**src/rtl/cout_logger.sv**
```systemverilog
// Event logger for a 4-bit up/down counter: queues {UD, DOUT} on every COUT
// and keeps a signed net wrap count plus a sticky overflow flag.
module cout_logger #(
  parameter int unsigned DEPTH  = 4,
  parameter int unsigned WRAP_W = 8
) (
  input  logic              CLK,
  input  logic              RST_N,
  input  logic              CLR,
  input  logic              COUT,
  input  logic [3:0]        DOUT,
  input  logic              UD,
  output logic              EVT_VALID,
  input  logic              EVT_READY,
  output logic [4:0]        EVT_DATA,
  output logic [WRAP_W-1:0] WRAPS,
  output logic              FULL,
  output logic              OVF
);

  localparam int unsigned AW = $clog2(DEPTH);
  localparam int unsigned CW = AW + 1;

  logic [4:0]        mem_q [DEPTH];
  logic [AW-1:0]     wr_ptr_q;
  logic [AW-1:0]     rd_ptr_q;
  logic [CW-1:0]     cnt_q;
  logic [CW-1:0]     cnt_d;
  logic              valid_q;
  logic              full_q;
  logic              ovf_q;
  logic [WRAP_W-1:0] wraps_q;
  logic              push;
  logic              pop;
  logic              wr_en;
  logic              drop;

  always_comb begin
    push  = COUT & ~CLR;
    pop   = valid_q & EVT_READY & ~CLR;
    // A pop on the same edge frees the slot, so a full FIFO can still accept.
    wr_en = push & (~full_q | pop);
    drop  = push & full_q & ~pop;
    cnt_d = cnt_q;
    if (wr_en && !pop) begin
      cnt_d = cnt_q + CW'(1);
    end else if (pop && !wr_en) begin
      cnt_d = cnt_q - CW'(1);
    end
  end

  always_ff @(posedge CLK or negedge RST_N) begin
    if (!RST_N) begin
      for (int unsigned i = 0; i < DEPTH; i++) begin
        mem_q[i] <= '0;
      end
      wr_ptr_q <= '0;
      rd_ptr_q <= '0;
      cnt_q    <= '0;
      valid_q  <= 1'b0;
      full_q   <= 1'b0;
      ovf_q    <= 1'b0;
      wraps_q  <= '0;
    end else if (CLR) begin
      wr_ptr_q <= '0;
      rd_ptr_q <= '0;
      cnt_q    <= '0;
      valid_q  <= 1'b0;
      full_q   <= 1'b0;
      ovf_q    <= 1'b0;
      wraps_q  <= '0;
    end else begin
      if (wr_en) begin
        mem_q[wr_ptr_q] <= {UD, DOUT};
        wr_ptr_q        <= wr_ptr_q + AW'(1);
      end
      if (pop) begin
        rd_ptr_q <= rd_ptr_q + AW'(1);
      end
      cnt_q   <= cnt_d;
      valid_q <= (cnt_d != '0);
      full_q  <= (cnt_d == CW'(DEPTH));
      if (drop) begin
        ovf_q <= 1'b1;
      end
      // Wrap count tracks every carry/borrow, including dropped events.
      if (COUT) begin
        wraps_q <= UD ? wraps_q + WRAP_W'(1) : wraps_q - WRAP_W'(1);
      end
    end
  end

  assign EVT_VALID = valid_q;
  assign EVT_DATA  = mem_q[rd_ptr_q];
  assign WRAPS     = wraps_q;
  assign FULL      = full_q;
  assign OVF       = ovf_q;

endmodule

```
**config.mk**
```make
export PLATFORM = sky130hd
export DESIGN_NAME = cout_logger
export DESIGN_NICKNAME = d
export VERILOG_FILES = /design/src/rtl/cout_logger.sv
export SDC_FILE = /design/constraint.sdc
export NUM_CORES = 1
export LEC_CHECK = 0
export CORE_UTILIZATION = 59
export DETAILED_ROUTE_END_ITERATION = 8
export MAX_ROUTING_LAYER = met4
export PLACE_DENSITY = 0.84
export SLEW_MARGIN = 25
export SYNTH_ARGS = -nofsm -noshare
export SYNTH_HDL_FRONTEND = slang
export SYNTH_SLANG_ARGS = --single-unit
```
**constraint.sdc**
```tcl
create_clock -name CLK -period 6 [get_ports CLK]
set_clock_uncertainty 0.05 [all_clocks]
set_input_delay 1.2 -clock CLK [delete_from_list [all_inputs] [get_ports CLK]]
set_output_delay 1.2 -clock CLK [all_outputs]
set_load 0.005 [all_outputs]
```
# Word level (Yosys, flattened, before mapping)
# Cells that the tools add are included.
dict set report totals {
  reg_bits 38
  in_bits 10
  out_inout_bits 16
  elab_cells 64
}
dict set report op_classes {
  n_addsub 6
  order_cmp 3
  eq_ne 1
  mux 20
  bitwise_logic 12
  reduce_logical 11
}
# cell n
set op_table {}
lappend op_table {{2-to-1 mux 8 bit} 3}
lappend op_table {{bitwise mux 20 bit} 1}
lappend op_table {{2-to-1 mux 5 bit} 3}
lappend op_table {{binary-select mux 5 bit (select 2 bit)} 1}
lappend op_table {{demux 5 bit (select 2 bit)} 1}
lappend op_table {{2-to-1 mux 3 bit} 3}
lappend op_table {{adder 8 x 1 -> 8 bit, second input constant} 1}
lappend op_table {{2-to-1 mux 2 bit} 4}
lappend op_table {{nonzero test 2 bit} 4}
lappend op_table {{subtractor 8 x 1 -> 8 bit, second input constant} 1}
lappend op_table {{AND 1 bit} 6}
lappend op_table {{greater-or-equal comparator 3 bit, second input constant} 2}
lappend op_table {{NOT 2 -> 3 bit} 2}
lappend op_table {{adder 2 x 1 -> 2 bit, second input constant} 2}
lappend op_table {{2-to-1 mux 1 bit} 4}
lappend op_table {{adder 3 x 1 -> 3 bit, second input constant} 1}
lappend op_table {{equality test 3 bit, second input constant} 1}
lappend op_table {{logical AND 1 bit} 3}
lappend op_table {{< comparator 3 x 1 -> 1 bit, second input constant} 1}
lappend op_table {{NOT 1 bit} 3}
lappend op_table {{nonzero test 3 bit} 1}
lappend op_table {{subtractor 3 x 1 -> 3 bit, second input constant} 1}
lappend op_table {{zero test 1 bit} 2}
lappend op_table {{AND reduction 2 bit} 1}
lappend op_table {{OR 1 bit} 1}

# Depth between registers and ports, before layout
dict set report logic_depth {
  ltp_word 10
  mapped_depth 7
  mapped_depth_nobuf 7
}

# Worst setup path before layout
# Ideal clock, no wire load.
dict set report synth_path {
  path_type {input port to flip-flop}
  from {in UD}
  to {reg wraps_q[7] (netlist: WRAPS[7])}
  setup_time_ps 125
  arrival_time_ps 2658
  t_required_ps 5825
  setup_slack_ps 3167
  cell_stages 7
  path_buffers 0
  cell_sequence {inv_1 > ha_1 > a21o_1 > a31o_1 > o21a_1 > o21a_1 > mux2_4}
}
dict set report synth_between {
  elab_chain_len 3
}
# element line
set synth_rtl {}
lappend synth_rtl {{start, declared} 12} ;# input logic UD,
lappend synth_rtl {{2-to-1 mux 8 bit} 88} ;# wraps_q <= UD ? wraps_q + WRAP_W'(1) : wraps_q - WRAP_W'(1);
lappend synth_rtl {{2-to-1 mux 8 bit} 87} ;# if (COUT) begin
lappend synth_rtl {{2-to-1 mux 8 bit} 64} ;# end else if (CLR) begin
lappend synth_rtl {{end signal, assigned} 88}
lappend synth_rtl {{end, declared} 32} ;# logic [WRAP_W-1:0] wraps_q;
# No other way between the ends. The select of a mux whose other input is x is not followed.
# A chain may end at the register's enable or synchronous reset.

# Final worst setup path
# Ends and elaborated chain as after synthesis.

==> metrics.yaml <==
leakagePower_nw: 1.112
inserted_diodes: 0
first_global_vias: 1518
dr.pass1.iters: 4
critical_path_depth: 8
timing.critical_path.fanout_max: 8
layout_common_cells: "dfrtp_1, clkdlybuf4s50_1, mux2_2"
die_height_microns: 61.32
slew_violations: 0
clock_sinks: 38
cpMostUsedCell: "o21a_1"
maxCapViolCount: 0
cts-root-to-sink-buffers: 2
start_util_pct: 61.72
antenna_left: 0
holdBufCountCts: 0
synthesis.nets: 199
number_of_synthesized_flops_with_an_enable_pin: 0
routed_via_density: 5.649
tns_ns: 0
hp-class: "reg2reg"
critical-path-top-delay-family: "buffers and inverters"
grt_setup_unrepaired: "no"
worst_slew_pin_slew_ns: 0.8494
clk-insertion-delay-late_ns: 0.34
core-area_sq_um: 3363
worst_r2r_path_depth: 6
cts_tree: "done"
chipWidth_microns: 61.32
slew_headroom_pct: 43.20
reg2reg_slack_ns: 3.99
ys_seq_area_share_pct: 45.81
synthFlopType: "dfrtp_1"
hp-start: "OVF$_DFFE_PN0P_"
h-tree-depth: 2
worstSetupEndpointType: "flop"
result_of_the_run: "finished clean"
critPathMaxStageDelay_ns: 0.64
synth.cell_area_sq_um: 2076
max_freq_mhz: 298.3
finish.net_count: 227
dp_hpwl_microns: 2971
grt_usage_pct: 25.50
worst_ir_drop_vdd_uv: 138.7
ctsRootBufferMaster: "clkbuf_4"
yosysTopAreaCellShare_pct: 45.81
cts.repair.resized: 0
grt_start_max_net_pins: 39
worst-endpoint-required_ns: 6.19
grt_first_pass_wirelength_microns: 6534
finalHoldWorstSlack_ns: 0.4630
syn2layout_area_growth_pct: 17.12
drcViolationCount: 0
setup_failing_eps_final: 0
drt_first_iter_violations: 48
hold_viol: 0
arrival_ns: 3.54
post_route_cells_drive_above_1_share_pct: 21.46
rows: 21
crit_path_start_kind: "input port"
yosysWarnings: 0
final_period_minus_worst_setup_slack_ns: 3.352
clock_transition_at_the_registers_of_the_reported_paths_ns: 0.12
post_synth_num_cell_types: 40
post-cts-setup-buffer-count: 0
mostFrequentLayoutCell: "dfrtp_1"
critical-path-slowest-cell: "clkdlybuf4s50_1"
globalRouteOverflowTotal: 0
criticalPathCategory: "in2reg"
hold_depth: 2
die_area_sq_um: 3760
synth-seq-cells: 38
pin_count: 26
syn_inst: 176
netlist.top_cell.by_area: "dfrtp_1"
worstHoldEndpoint: "OVF$_DFFE_PN0P_"
number_of_vias_in_the_routed_layout: 1418
routabilityCongestion: 0.8667
period_share_pct: 55.87
drt_wl_total_microns: 4027
timing.rr.end: "WRAPS[7]$_DFFE_PN0P_"
cts_buffers: 5
io_buffers: 25
path_cells: "clkdlybuf4s50_1, inv_1, ha_1, a21o_1, a31o_1, o21a_1, o21a_1, mux2_4"
synth.area.top_cells: "dfrtp_1, mux2_2, ha_1, mux4_2, nor2_1"
worst-path-buf-inv: 2
antenna_found_initial: 0
rr_startpoint: "WRAPS[4]$_DFFE_PN0P_"
wl_per_cell_microns: 16.04
powerDensity_nw_per_um2: 287.0
fillCellCount: 260
synth-async-reset-ratio_pct: 100.0
postSynthAreaPerCell_sq_um: 11.79
==> stage by stage <==
step	instances	setup slack [ns]	util (%)	power, mW	instance area, sq um
after detailed placement	243	2.280	70.39	0.5618	2367
after global placement	243	2.368	70.39	0.5419	2367
after CTS	251	2.658	72.28	0.7046	2431
final	251	2.648	72.28	0.6977	2431
after floorplan	176	3.167	-	0.4750	2076
after global routing	251	2.519	72.28	0.7405	2431
==> cell families (layout without fill, tap and decap cells) <==
family | after synthesis | count (layout) | synth area share [%]
simple gates | 48 | 48 | 13.50
flops | 38 | 38 | 45.81
compound gates | 27 | 27 | 8.680
mux | 27 | 27 | 17.48
buf+inv | 15 | 44 | 2.953
fa+ha+maj | 13 | 13 | 8.198
xor+xnor | 8 | 8 | 3.376
==> how the worst max path moves through the flow <==
stage                                      end  slack [ns]  from
after floorplan           WRAPS[7]$_DFFE_PN0P_        3.17    UD
after global placement    WRAPS[7]$_DFFE_PN0P_        2.37    UD
after detailed placement  WRAPS[7]$_DFFE_PN0P_        2.28    UD
after CTS                 WRAPS[7]$_DFFE_PN0P_        2.66    UD
after global routing      WRAPS[7]$_DFFE_PN0P_        2.52    UD
final                     WRAPS[7]$_DFFE_PN0P_        2.65    UD
==> where the power goes <==
group,total (mW),internal [mW],leakage (nW),switching (mW)
sequential,0.347,0.312,0.488,0.0350
clock,0.144,0.0564,0.0343,0.0873
combinational,0.207,0.125,0.590,0.0821
==> registers in the layout, summed over array words and instances, names as in the netlist <==
name,cells
EVT_VALID,1
FULL,1
rd_ptr_q,2
OVF,1
cnt_q,3
wr_ptr_q,2
WRAPS,8
mem_q,20
==> cell type report <==
| type | instances | area, sq um | area share, % |
|---|---|---|---|
| multi-input combinational | 123 | 1064 | 43.75 |
| timing repair buffer | 26 | 257.7 | 10.60 |
| sequential | 38 | 950.9 | 39.11 |
| tap | 46 | 57.56 | 2.367 |
| inverter | 10 | 37.54 | 1.544 |
| clock buffer | 6 | 51.30 | 2.110 |
| clock inverter | 2 | 12.51 | 0.5147 |
==> synth_stat cells (2+ instances only) <==
cell and instances:
nand2_4 4, o31ai_1 2, o21ai_0 4, mux4_2 5
nor3b_1 3, dfrtp_1 38, o211ai_1 2, nand2b_1 2
xnor2_1 5, nor2_1 16, a21oi_1 6, inv_1 9
clkbuf_1 3, nor3_1 4, nand2_1 8, xor2_1 3
a21o_1 3, a31oi_1 2, mux2_2 20, ha_1 12
nor2b_1 4, o21a_1 3
==> layer usage <==
metal,global-route usage [%],part of all wire [%]
met4,14.29,1.9
met1,27.31,40
met2,44.88,55
met3,3.782,2.6
met5,-,0
==> tightest hold or removal path, cell delays in order, from the launching register on <==
cell and delay (ns):
dfrtp_1 0.36, a31oi_1 0.04, nor2_1 0.07
Power figures use the tool's default switching activity.
